`src/rtl/pipeline_ctrl.sv`:
```
// Pipeline hazard controller: picks one action class per cycle (data-memory
// stall, branch flush, load-use stall, fetch stall or run), drives the pipeline
// register enables/flushes combinationally from it, and keeps a registered copy
// of the class, stall/flush performance counters and a sticky data-memory
// timeout flag.
//
// Handshake note: dmem_req/dmem_ready and imem_ready are level qualifiers, not
// valid/ready pairs. A MEM access is outstanding while dmem_req=1 and finishes
// in the cycle where dmem_ready=1. A fetch is usable only in a cycle where
// imem_ready=1. Nothing here ever waits on an output of this block.
module pipeline_ctrl #(
  parameter int TIMEOUT = 255,
  parameter int CNT_W   = 32
) (
  input  logic             clk,
  input  logic             rst,
  input  logic [4:0]       id_rs1,
  input  logic [4:0]       id_rs2,
  input  logic             id_use_rs1,
  input  logic             id_use_rs2,
  input  logic [4:0]       ex_rd,
  input  logic             ex_mem_read,
  input  logic             ex_branch_taken,
  input  logic             imem_ready,
  input  logic             dmem_req,
  input  logic             dmem_ready,
  output logic             pc_en,
  output logic             if_id_en,
  output logic             if_id_r,
  output logic             id_ex_en,
  output logic             id_ex_r,
  output logic             back_en,
  output logic [2:0]       state,
  output logic [CNT_W-1:0] stall_cnt,
  output logic [CNT_W-1:0] flush_cnt,
  output logic             dmem_err
);

  typedef enum logic [2:0] {
    RUN     = 3'd0,
    DSTALL  = 3'd1,
    BRFLUSH = 3'd2,
    LUSTALL = 3'd3,
    ISTALL  = 3'd4
  } cls_t;

  // Wait counter only needs to reach TIMEOUT, where it saturates.
  localparam int WAIT_W = (TIMEOUT < 1) ? 1 : $clog2(TIMEOUT + 1);
  localparam logic [WAIT_W-1:0] WAIT_MAX = WAIT_W'(TIMEOUT);

  cls_t              cls;
  cls_t              state_q;
  logic              load_use;
  logic [WAIT_W-1:0] wait_cnt;

  // Writes to x0 are discarded, so a load to x0 can never create a hazard.
  assign load_use = ex_mem_read && (ex_rd != 5'd0) &&
                    ((id_use_rs1 && (id_rs1 == ex_rd)) ||
                     (id_use_rs2 && (id_rs2 == ex_rd)));

  // Pick the highest-priority action class and drive the pipeline controls.
  // A branch seen during a data stall is simply outranked; it takes effect in
  // the first cycle the memory completes if EX still holds it.
  always_comb begin
    cls      = RUN;
    pc_en    = 1'b1;
    if_id_en = 1'b1;
    if_id_r  = 1'b0;
    id_ex_en = 1'b1;
    id_ex_r  = 1'b0;
    back_en  = 1'b1;
    if (dmem_req && !dmem_ready) begin
      cls      = DSTALL;
      pc_en    = 1'b0;
      if_id_en = 1'b0;
      id_ex_en = 1'b0;
      back_en  = 1'b0;
    end else if (ex_branch_taken) begin
      cls     = BRFLUSH;
      if_id_r = 1'b1;
      id_ex_r = 1'b1;
    end else if (load_use) begin
      // Hold PC and IF/ID, push a bubble into EX (flush needs its enable high).
      cls      = LUSTALL;
      pc_en    = 1'b0;
      if_id_en = 1'b0;
      id_ex_r  = 1'b1;
    end else if (!imem_ready) begin
      // Hold PC, turn the stale fetch into a bubble, let the rest drain.
      cls     = ISTALL;
      pc_en   = 1'b0;
      if_id_r = 1'b1;
    end
  end

  // Record the class, count stalls/flushes and track data-memory wait time.
  always_ff @(posedge clk or posedge rst) begin
    if (rst) begin
      state_q   <= RUN;
      stall_cnt <= '0;
      flush_cnt <= '0;
      wait_cnt  <= '0;
      dmem_err  <= 1'b0;
    end else begin
      state_q <= cls;
      if (cls == DSTALL || cls == LUSTALL || cls == ISTALL) begin
        stall_cnt <= stall_cnt + CNT_W'(1);
      end
      if (cls == BRFLUSH) begin
        flush_cnt <= flush_cnt + CNT_W'(1);
      end
      if (cls == DSTALL) begin
        if (wait_cnt == WAIT_MAX) begin
          dmem_err <= 1'b1;
        end else begin
          wait_cnt <= wait_cnt + WAIT_W'(1);
        end
      end else begin
        wait_cnt <= '0;
      end
    end
  end

  assign state = state_q;

endmodule

```
`config.mk`:
```
export PLATFORM = sky130hd
export DESIGN_NAME = pipeline_ctrl
export DESIGN_NICKNAME = d
export VERILOG_FILES = /design/src/rtl/pipeline_ctrl.sv
export SDC_FILE = /design/constraint.sdc
export NUM_CORES = 1
export LEC_CHECK = 0
export ABC_CLOCK_PERIOD_IN_PS = 3010
export BUFFER_PORTS_ARGS = -buffer_cell sky130_fd_sc_hd__buf_2
export CORE_MARGIN = 2
export CORE_UTILIZATION = 30
export CTS_CLUSTER_SIZE = 8
export DETAILED_ROUTE_END_ITERATION = 6
export PLACE_DENSITY_LB_ADDON = 0.08
export SYNTH_ARGS = -nofsm -noshare
export SYNTH_HDL_FRONTEND = slang
export SYNTH_SLANG_ARGS = --single-unit
```
`constraint.sdc`:
```
create_clock -name clk -period 3.01 [get_ports clk]
set_clock_uncertainty 0.1 [all_clocks]
set_input_delay 0.4515 -clock clk [delete_from_list [all_inputs] [get_ports clk]]
set_output_delay 0.4515 -clock clk [all_outputs]
set_load 0.02 [all_outputs]
```
### Word level (Yosys, flattened, before mapping)

Cells that the tools add are included.

* input bits: 24
* flip-flop bits (word level): 76
* word-level logic and storage cells: 48
* output and inout bits: 74

* equal/unequal tests: 8
* mux-type cells: 21
* reduce and logical (&&, ||, !) cells: 11
* add/sub/neg operators: 3

Operators by type and width (number)
* 32-bit by 1-bit adder with 32-bit output, second input constant: 2
* 8-bit 2-to-1 mux: 2
* 1-bit 2-to-1 mux: 15
* 3-bit 2-to-1 mux: 4
* 5-bit equality test: 2
* 8-bit by 1-bit adder with 8-bit output, second input constant: 1
* 8-bit equality test, second input constant: 1
* 3-bit by 2-bit equality test with 1-bit output, second input constant: 2
* 1-bit logical AND: 5
* 5-bit nonzero test: 1
* 3-bit by 1-bit equality test with 1-bit output, second input constant: 1
* 3-bit equality test, second input constant: 1
* 1-bit logical OR: 3
* 2-bit != test, second input constant: 1
* 2-bit AND reduction: 1
* 1-bit zero test: 1

### Depth between registers and ports, before layout

Gate-level depths: netlist (run 1).

* word-level depth: 10
* depth in mapped cells: 7
* gate-level depth less buffers: 7

### Least setup slack after synthesis (run 1)

No wires, ideal clock.

* kind: input-to-output
* start: input ex_rd[1]
* end: output if_id_r
* setup slack: 791 ps
* data arrival time: 1667 ps
* stages on the path: 5
* cell sequence: or4_1 -> o21ai_2 -> nand2b_1 -> a21oi_1 -> nor2_1

* word-level cells in the longest chain between the ends: 7
* elaborated cells on any way between the ends: 11

Ends and longest elaborated chain
* start, declared: line 21 `input logic [4:0] ex_rd,`
* 5-bit equality test, on equally long branches: line 58, 59
* 1-bit logical AND, on equally long branches: line 58, 59
* 1-bit logical OR: line 58 `((id_use_rs1 && (id_rs1 == ex_rd)) ||`
* 1-bit logical AND (*): line 57 `assign load_use = ex_mem_read && (ex_rd != 5'd0) &&`
* 1-bit 2-to-1 mux (*): line 82 `end else if (load_use) begin`
* 1-bit 2-to-1 mux (*): line 78 `end else if (ex_branch_taken) begin`
* 1-bit 2-to-1 mux (*): line 72 `if (dmem_req && !dmem_ready) begin`
* end, declared: line 29 `output logic if_id_r,`

Mark *: on every way between the ends. The rest lies on a longest branch, timed or not.

### Worst setup path after layout (run 1)

* start: input ex_rd[1]
* end: output pc_en

* word-level cells in the longest chain between the ends: 7
* elaborated cells on any way between the ends: 11

Ends and longest elaborated chain
* 5-bit equality test, on equally long branches: line 58, 59
* 1-bit logical AND, on equally long branches: line 58, 59
* 1-bit logical OR: line 58
* 1-bit logical AND (*): line 57
* 1-bit 2-to-1 mux (*): line 82
* 1-bit 2-to-1 mux (*): line 78
* 1-bit 2-to-1 mux (*): line 72
* end, declared: line 27 `output logic pc_en,`

Marks and branches as above.

==> results of run 1 <==
[cells in the mapped netlist, drive strengths merged, types with 2 or more instances]
cell / instances / area (um^2)
dfrtp: 76 / 1900
xnor2: 44 / 385
xor2: 32 / 280
nand2: 30 / 113
nor2: 30 / 113
nand4: 19 / 134
nand3: 18 / 90.1
and4: 8 / 70.1
inv: 7 / 26.3
nor3b: 7 / 63.8
a21oi: 6 / 33.8
and3: 6 / 37.5
nor3: 6 / 30.0
nand2b: 5 / 31.3
buf: 4 / 31.3
nor4: 4 / 40.0
ha: 3 / 37.5
o21ai: 3 / 18.8
a31oi: 2 / 18.8
clkbuf: 2 / 7.51
mux2: 2 / 22.5
mux2i: 2 / 20.0
nor2b: 2 / 20.0
or4: 2 / 18.8
[kinds of logic after synthesis]
| kind of cell | Yosys count | share of synthesized area |
|---|---|---|
| DFF | 76 | 0.526 |
| xor gates and xnor gates | 76 | 0.184 |
| buffers and inverters | 13 | 0.0180 |
| and+or+nand+nor | 140 | 0.217 |
| AOI/OAI and AO/OA | 15 | 0.0325 |
| adders and majority gates | 3 | 0.0104 |
| muxes | 4 | 0.0118 |
[routing by layer]
| metal | track usage | vias to the layer above |
|---|---|---|
| li1 | - | 1337 |
| met1 | 0.173 | 1288 |
| met2 | 0.208 | 55 |
| met3 | 0.0441 | 12 |
| met4 | 0.0585 | 0 |
| met5 | 0 | - |
[sequential cells by signal, indices dropped and copies added (netlist names)]
signal	flops
flush_cnt	32
wait_cnt	8
state	3
stall_cnt	32
dmem_err	1
[worst max-delay path, delay by kind of cell]
family	cells	cell delay [ns]
compound gates	2	0.50
buf+inv	2	0.35
simple gates	2	0.65
[cell type report]
cell class | instances | share of cell area
Timing Repair Buffer | 100 | 0.113
Clock inverter | 5 | 0.0163
Sequential cell | 76 | 0.413
Clock buffer | 11 | 0.0528
Tap cell | 147 | 0.0400
Multi-Input combinational cell | 238 | 0.359
Inverter | 7 | 0.00571
[power breakdown]
group / total, mW / internal [mW] / leakage (nW) / switching [mW]
clock: 1.16 / 0.744 / 0.159 / 0.417
combinational: 0.535 / 0.207 / 1.14 / 0.328
sequential: 1.27 / 1.13 / 1.01 / 0.137
[cell usage in the layout (no fill, tap or decap), types with 2 or more instances in the layout]
| cell | n |
|---|---|
| mux2i_1 | 2 |
| ha_1 | 3 |
| buf_4 | 2 |
| dfrtp_1 | 76 |
| xnor2_1 | 44 |
| o21ai_0 | 2 |
| nand3_1 | 18 |
| bufinv_16 | 2 |
| nand2b_1 | 5 |
| nor2_1 | 30 |
| inv_2 | 2 |
| nand4_1 | 18 |
| clkbuf_16 | 9 |
| a21oi_1 | 5 |
| clkinv_2 | 3 |
| buf_2 | 97 |
| nor3_1 | 6 |
| mux2_2 | 2 |
| inv_1 | 5 |
| and3_1 | 6 |
| nand2_1 | 30 |
| and4_1 | 8 |
| nor3b_1 | 6 |
| nor4_1 | 3 |
| xor2_1 | 32 |
[stage by stage]
stage	hold WS, ns	instance area (um^2)	std cells	util
3_5_place_dp	0.356	4280	568	0.359
3_3_place_gp	0.352	4280	568	0.359
4_1_cts	0.166	4600	584	0.386
2_1_floorplan	0.391	3620	327	-
6_report	0.145	4600	584	0.386
5_1_grt	0.212	4600	584	0.386
[worst paths after layout]
| check | startpoint | endpoint | slack (ns) | cells after the start |
|---|---|---|---|---|
| setup reg to reg | flush_cnt[10] | flush_cnt[30] | 0.78 | 6 |
| max in group asynchronous | rst | flush_cnt[29] | 1.97 | 3 |
| min in group clk | dmem_ready | wait_cnt[2] | 0.34 | 4 |
| setup / recovery | ex_rd[1] | pc_en | 0.51 | 6 |
| hold / removal | rst | stall_cnt[31] | 0.15 | 2 |
| hold reg to reg | flush_cnt[31] | flush_cnt[31] | 0.36 | 1 |
==> metrics, run 1 <==
post-route minimum period=2.50 ns; unique cell type count in the Yosys netlist=42; # IOs=98; Placer Congestion=0.759; met3 wire len=380 um; slew margin rel.=0.496; Syn-to-layout area delta=27.2%; startpoint types=input port; Post-synth ARST share=1.00; final worst setup slack=0.506 ns; PostCTS Resize Cnt=0; wire length per cell=14.0 um; Worst Tran Pin Value=0.755 ns; met2 wire len=3.81 mm; nets@finish=459; routed length on met1=3.81 mm; Worst EP required=2.46 ns; Rows=40; CP endpoint kind=primary output; Setup TNS Final=0 ns; Setup WS pre-CTS=0.477 ns; YS warnings=0; clk buf depth=2; cts bufs inserted=9; Yosys reg bits=76; leakage dissipation=2.30 nW; part of the Yosys area used for sequential elements=0.526; layout cells sized above 1=0.295; CP arrival=1.95 ns; CTS tree=yes; RSZ-0062 raised after global routing=false; fillers=1203; largest net degree at the start of global routing=45; CP Max Fanout=10; Die Width=114 um; Pwr Total=2.96 mW; Cell Area, Synth=0.00362 mm^2; Antenna diodes=0; multi-input combinational cell area=0.00165 mm^2; status=completed; vias in the first global route=2637; die area=0.0129 mm^2; Port Buffers=97; critical path cell sequence=buf_2 > or4_1 > o21ai_2 > nor2_1 > a21boi_4 > buf_2; slowest cell delay on critical path=0.54 ns; Setup-failing EPs final=0; Core Box Area=0.0119 mm^2; final wirelength=8.17 mm; initial drt markers=89; Post-CTS Setup Bufs=0; Most Frequent Cell on Critical Path=buf_2; highest routed layer=met4; initial antenna violation count=0; PwrDens=644 mW/mm^2; hold_buf cts=0; Final ANT Viol Nets=0; H-tree Lvls=3; Clock Tree Root=clkbuf_16; Synth Net Count=354; WS Path Type=input port to primary output; Initial Utilization=0.304; DR pass1 iterations=4; CTS Sinks=76; mean number of vias per cell=4.61; Worst-path clk slew=0.06 ns; Die Height=114 um; cells after synthesis=327; Final Cycle Share=0.832; global route overflow=0; number of max-cap violations=0; EDFF count, synth=0; Sequential Area=0.00190 mm^2; clock latency on the worst-skew pair=0.34 ns; main flop type after synthesis=dfrtp_1; Fmax achieved=399 MHz; Mean Syn Cell Area=11.1 um^2; DRC violations left=0; VDD IR max=0.000314 V; Final Hold Fails=0; Hold Crit Class=input port to async pin; via count=2692; first-pass GRT wire length=13.5 mm; pins over their slew limit=0; slowest stage cell, crit path=or4_1; Overall Global Routing Usage=0.135; hpwl dp=5.86 mm
Power figures use the tool's default switching activity.
==> run 2: changes to the inputs <==
Settings changed: ABC_AREA set to 1, ABC_CLOCK_PERIOD_IN_PS 3010 to 2600.
Clock period 3.01 ns to 2.6 ns, I/O delays scaled along.
==> metrics, run 2 <==
cells after synthesis=648 (+98%); Fmax achieved=512 MHz; CP arrival=1.46 ns (-0.49 ns); Worst EP required=2.11 ns (-0.35 ns); Setup-failing EPs final=0 (unchanged); Core Box Area=0.0157 mm^2 (+32%); nets@finish=776 (+69%); placed cells=953 (+68%); EDFF count, synth=0 (unchanged); hold path endpoint=wait_cnt[2]; CP endpoint kind=primary output; CTS tree=yes; Synth Net Count=675 (+91%); Area contributors post-synth=dfrtp_1, nand2_1, xor2_1; Pwr Total=3.32 mW (+12%); biggest regs=flush_cnt: 32 flops, stall_cnt: 32 flops, wait_cnt: 8 flops; Yosys reg bits=76 (unchanged); Placer Congestion=0.882 (+16%); status=completed; slew margin rel.=0.647 (+0.151); YS warnings=0 (unchanged); R2R cell count=9 (+3); Worst-path clk slew=0.06 ns (about the same); worst r2r dst=stall_cnt[28]; RSZ-0062 raised after global routing=false; hpwl dp=10.3 mm (+75%); Die Width=130 um (+14%); Util after Layout=0.372 (-0.0140); commonest non-fill, non-tap cell in the layout=nand2_1; Synth area leader=dfrtp_1; Synth top area share=0.398 (-0.128); part of the Yosys area used for sequential elements=0.398 (-0.128); DRC violations left=0 (unchanged); global-route met1 utilization=0.213 (+0.0398); Worst Tran Pin Value=0.529 ns (-0.227 ns); Final Hold Fails=0 (unchanged); # IOs=98 (unchanged); Worst R2R Start=stall_cnt[0]; WS Path Type=input port to primary output; via count=4491 (+67%); PwrDens=568 mW/mm^2 (-12%); Syn-to-layout area delta=22.3%; M2 GR Usage=0.300 (+0.0913); startpoint types=input port; Post-synth ARST share=1.00 (unchanged); Hold Crit Class=input port to flop; leakage dissipation=2.99 nW (+30%); Setup TNS Final=0 ns (unchanged); Final Cycle Share=0.751; unique cell type count in the Yosys netlist=31 (-26%); flop-to-flop setup slack=0.82 ns (+0.04 ns); final std cells w/o fill=970 (+66%); hold_buf cts=1 (+1); Port Buffers=97 (unchanged); pins over their slew limit=0 (unchanged); H-tree Lvls=3 (unchanged); clock latency on the worst-skew pair=0.34 ns (about the same); initial antenna violation count=0 (unchanged); Sequential Area=0.00190 mm^2 (unchanged); main flop type after synthesis=dfrtp_1; vias in the first global route=4553 (+73%); layout cells sized above 1=0.207 (-0.0883); die area=0.0170 mm^2 (+31%); VDD IR max=0.000520 V (+66%); number of max-cap violations=0 (unchanged); cts bufs inserted=9 (unchanged); met3 usage=0.0426 (-0.00146); clk buf depth=2 (unchanged); most frequent cells in the layout=nand2_1, buf_2, dfrtp_1; Final ANT Viol Nets=0 (unchanged); Clock Tree Root=clkbuf_16; Overall Global Routing Usage=0.173 (+0.0384); Antenna diodes=0 (unchanged); Post-CTS Setup Bufs=0 (unchanged); initial drt markers=265 (+200%); final wirelength=13.6 mm (+66%); Mean Syn Cell Area=7.38 um^2 (-33%); CTS Sinks=76 (unchanged); Rows=46 (+15%); first-pass GRT wire length=23.1 mm (+71%); hold path depth=4; multi-input combinational cell area=0.00255 mm^2 (+54%); hold path start=dmem_ready; DR pass1 iterations=4 (unchanged); post-route minimum period=1.95 ns; commonest cells in the netlist=nand2_1, dfrtp_1, inv_1, nor2_1, nand4_1; largest net degree at the start of global routing=34 (-24%); PostCTS Resize Cnt=0 (unchanged); Initial Utilization=0.304 (+0.000776); fillers=1681 (+40%); Die Height=130 um (+14%); global route overflow=0 (unchanged); mean number of vias per cell=4.63 (+0.44%); busiest metal layer after global routing=met2; Cell Area, Synth=0.00478 mm^2 (+32%); count leader, synth=nand2_1; wire length per cell=14.0 um (+0.20%); hold_ws=0.269 ns (+0.124 ns); CP Max Fanout=3 (-7)
[run 2: cell count changes after synthesis, sizes merged, moves of 8 or more]
cell,previous run,this run
nand4,19,45
xnor2,44,16
nand3,18,33
inv,7,63
nand2,30,239
nor3,6,28
and4,8,0
nor2,30,69
[run 2: critical path, cell delays in order]
cell and delay (ns):
buf_2 0.11, inv_1 0.09, nand4_1 0.11, o21ai_0 0.16, inv_1 0.10, nand2_1 0.11, nand2_1 0.07, o21ai_0 0.13
buf_2 0.18
[run 2: layer usage]
| layer | up-vias | part of all wire |
|---|---|---|
| li1 | 2266 | - |
| met1 | 2119 | 0.44 |
| met2 | 95 | 0.50 |
| met3 | 11 | 0.045 |
| met4 | 0 | 0.016 |
| met5 | - | 0 |
[run 2: where the power goes]
group	leakage, nW	internal [mW]	switching [mW]
sequential	1.03	1.27	0.121
combinational	1.82	0.190	0.370
clock	0.153	0.866	0.504
total	2.99	2.33	0.995
[run 2: layout make-up]
type / instances / share of cell area
inverters: 64 / 0.0413
clock buffers: 12 / 0.0422
repair buffers: 106 / 0.0972
flip-flops and latches: 76 / 0.325
multi-input cells: 492 / 0.435
well taps: 216 / 0.0462
clock inverters: 4 / 0.0124
[run 2: kinds of logic after synthesis]
| group | count (synthesis) | synth area share |
|---|---|---|
| DFF | 76 | 0.398 |
| xor gates and xnor gates | 52 | 0.0952 |
| adders and majority gates | 3 | 0.00785 |
| and+or+nand+nor | 423 | 0.414 |
| AOI/OAI and AO/OA | 14 | 0.0154 |
| buffers and inverters | 80 | 0.0699 |
[run 2: per-stage QoR]
stage | worst slack [ns] | instance area, um^2
4_1_cts | 0.645 | 5850
3_5_place_dp | 0.646 | 5520
3_3_place_gp | 0.677 | 5520
2_1_floorplan | 0.172 | 4780
6_report | 0.647 | 5850
5_1_grt | 0.500 | 5850
[run 2: worst max-delay path by stage]
stage | start | to
floorplan | rst | dmem_err
global placement | ex_rd[1] | if_id_r
detailed placement | ex_rd[1] | if_id_r
CTS | ex_rd[1] | if_id_r
global route | ex_rd[2] | if_id_r
finish | ex_rd[1] | if_id_r
==> run 3: changes to the inputs <==
Settings changed: ABC_CLOCK_PERIOD_IN_PS 2600 to 1800.
Clock period 2.6 ns to 1.8 ns, I/O delays scaled along.
==> metrics, run 3 (synthesis results as in run 2) <==
WS Path Type=flop to flop; CP Max Fanout=5 (+2); Initial Utilization=0.304 (unchanged); layout cells sized above 1=0.261 (+0.0543); number of max-cap violations=0 (unchanged); CP endpoint kind=flop; cts bufs inserted=9 (unchanged); hold path depth=3 (-1); slew margin rel.=0.692 (+0.0451); CTS tree=yes; initial antenna violation count=0 (unchanged); commonest non-fill, non-tap cell in the layout=nand2_1; hpwl dp=10.3 mm (+0.27%); Core Box Area=0.0157 mm^2 (unchanged); Clock Tree Root=clkbuf_16; DR pass1 iterations=4 (unchanged); CP arrival=1.81 ns (+0.35 ns); Final ANT Viol Nets=0 (unchanged); die area=0.0170 mm^2 (unchanged); Most Frequent Cell on Critical Path=nand2_1; clock latency on the worst-skew pair=0.34 ns (about the same); Sequential Area=0.00191 mm^2 (+0.39%); VDD IR max=0.000628 V (+21%); R2R cell count=8 (-1); Rows=46 (unchanged); placed cells=979 (+2.7%); Setup TNS Final=0 ns (unchanged); largest net degree at the start of global routing=38 (+12%); global-route met1 utilization=0.207 (-0.00569); Worst R2R Start=stall_cnt[4]; leakage dissipation=3.14 nW (+5.0%); M2 GR Usage=0.301 (+0.000924); startpoint types=flop; hold path endpoint=state[1]; Final Cycle Share=0.930; wire length per cell=13.7 um (-2.2%); post-route minimum period=1.67 ns; H-tree Lvls=3 (unchanged); Setup WS pre-CTS=-0.0302 ns (-0.676 ns); Fmax achieved=597 MHz; multi-input combinational cell area=0.00262 mm^2 (+2.9%); busiest metal layer after global routing=met2; Port Buffers=97 (unchanged); Setup-failing EPs final=0 (unchanged); # IOs=98 (unchanged); fillers=1680 (-0.059%); nets@finish=805 (+3.7%); Antenna diodes=0 (unchanged); Syn-to-layout area delta=28.5%; initial drt markers=187 (-29%); Hold Crit Class=input port to flop; status=completed; Worst Tran Pin Value=0.460 ns (-0.0681 ns); PwrDens=768 mW/mm^2 (+35%); slowest stage cell, crit path=dfrtp_1; pins over their slew limit=0 (unchanged); final worst setup slack=0.126 ns (-0.521 ns); critical path cell sequence=nand2_1 > nor2_1 > nand2_2 > nor2_2 > nand2_1 > xnor2_1 > nand2_1 > nand2_1; vias in the first global route=4431 (-2.7%); Placer Congestion=0.942 (+6.9%); most frequent cells in the layout=nand2_1, buf_2, dfrtp_1; mean number of vias per cell=4.58 (-1.1%); Die Width=130 um (unchanged); DRC violations left=0 (unchanged); clk buf depth=2 (unchanged); met3 usage=0.0426 (unchanged); CTS Sinks=76 (unchanged); final std cells w/o fill=997 (+2.8%); Pwr Total=4.72 mW (+42%); hold path start=dmem_ready; Worst EP required=1.93 ns (-0.18 ns); worst r2r dst=stall_cnt[25]; via count=4567 (+1.7%); flop-to-flop setup slack=0.13 ns (-0.69 ns); biggest regs=flush_cnt: 32 flops, stall_cnt: 32 flops, wait_cnt: 8 flops; CP Buf/Inv Count=0 (-4); final wirelength=13.7 mm (+0.51%); Final Hold Fails=0 (unchanged); Largest delay share family, worst path=simple AND/OR/NAND/NOR gates; first-pass GRT wire length=22.6 mm (-2.6%); global route overflow=0 (unchanged); slowest cell delay on critical path=0.44 ns (+0.26 ns); Worst-path clk slew=0.06 ns (about the same); Overall Global Routing Usage=0.169 (-0.00392); Die Height=130 um (unchanged); RSZ-0062 raised after global routing=true
[run 3: cell count changes in the layout (fill, tap and decap cells not counted), sizes merged]
cell / change
buf: +29
clkinvlp: +2
bufinv: -1
clkbuf: -3
[run 3: area by class of cell]
cell class                 instances  area share
tap                              216      0.0440
sequential                        76       0.311
multi-input combinational        492       0.426
inverter                          64      0.0397
timing repair buffer             135       0.134
clock inverter                     5     0.00896
clock buffer                       9      0.0366
[run 3: power breakdown]
part	internal, mW	switching, mW	leakage, nW
clock network	1.05	0.720	0.133
registers	1.84	0.166	1.02
logic	0.370	0.570	1.99
total	3.27	1.46	3.14
[run 3: repair_timing]
item,4_1_cts,5_1_grt
hold endpoints to repair,16,0
setup buffers,0,3
gates resized for setup,1,25
hold buffers,1,0
pin swaps,0,3
endpoints found under the setup margin,2,26
[run 3: worst max-delay path by stage]
stage | start | end | slack, ns | cells after the start
finish | stall_cnt[4] | stall_cnt[25] | 0.13 | 8
global route | stall_cnt[11] | stall_cnt[29] | -0.04 | 9
CTS | stall_cnt[4] | stall_cnt[25] | 0.01 | 8
detailed placement | stall_cnt[1] | stall_cnt[28] | -0.03 | 9
global placement | stall_cnt[1] | stall_cnt[28] | -0.03 | 9
floorplan | dmem_req | if_id_r | 0.04 | 6
[run 3: stage by stage]
step | hold WS [ns] | instance area (um^2) | util
after floorplan | 0.370 | 4790 | -
after global placement | 0.211 | 5750 | 0.366
after detailed placement | 0.218 | 5750 | 0.366
after CTS | 0.153 | 6050 | 0.385
after global routing | 0.176 | 6150 | 0.391
final | 0.162 | 6150 | 0.391
[run 3: tightest hold or removal path, cell delays in order]
cell     delay [ns]
buf_2          0.08
nor2_2         0.05
o21ai_0        0.16
[run 3: layer usage]
layer  vias up  routed length (um)
li1       2326                   -
met1      2148                6050
met2        86                6870
met3         7                 581
met4         0                 150
met5         -                   0
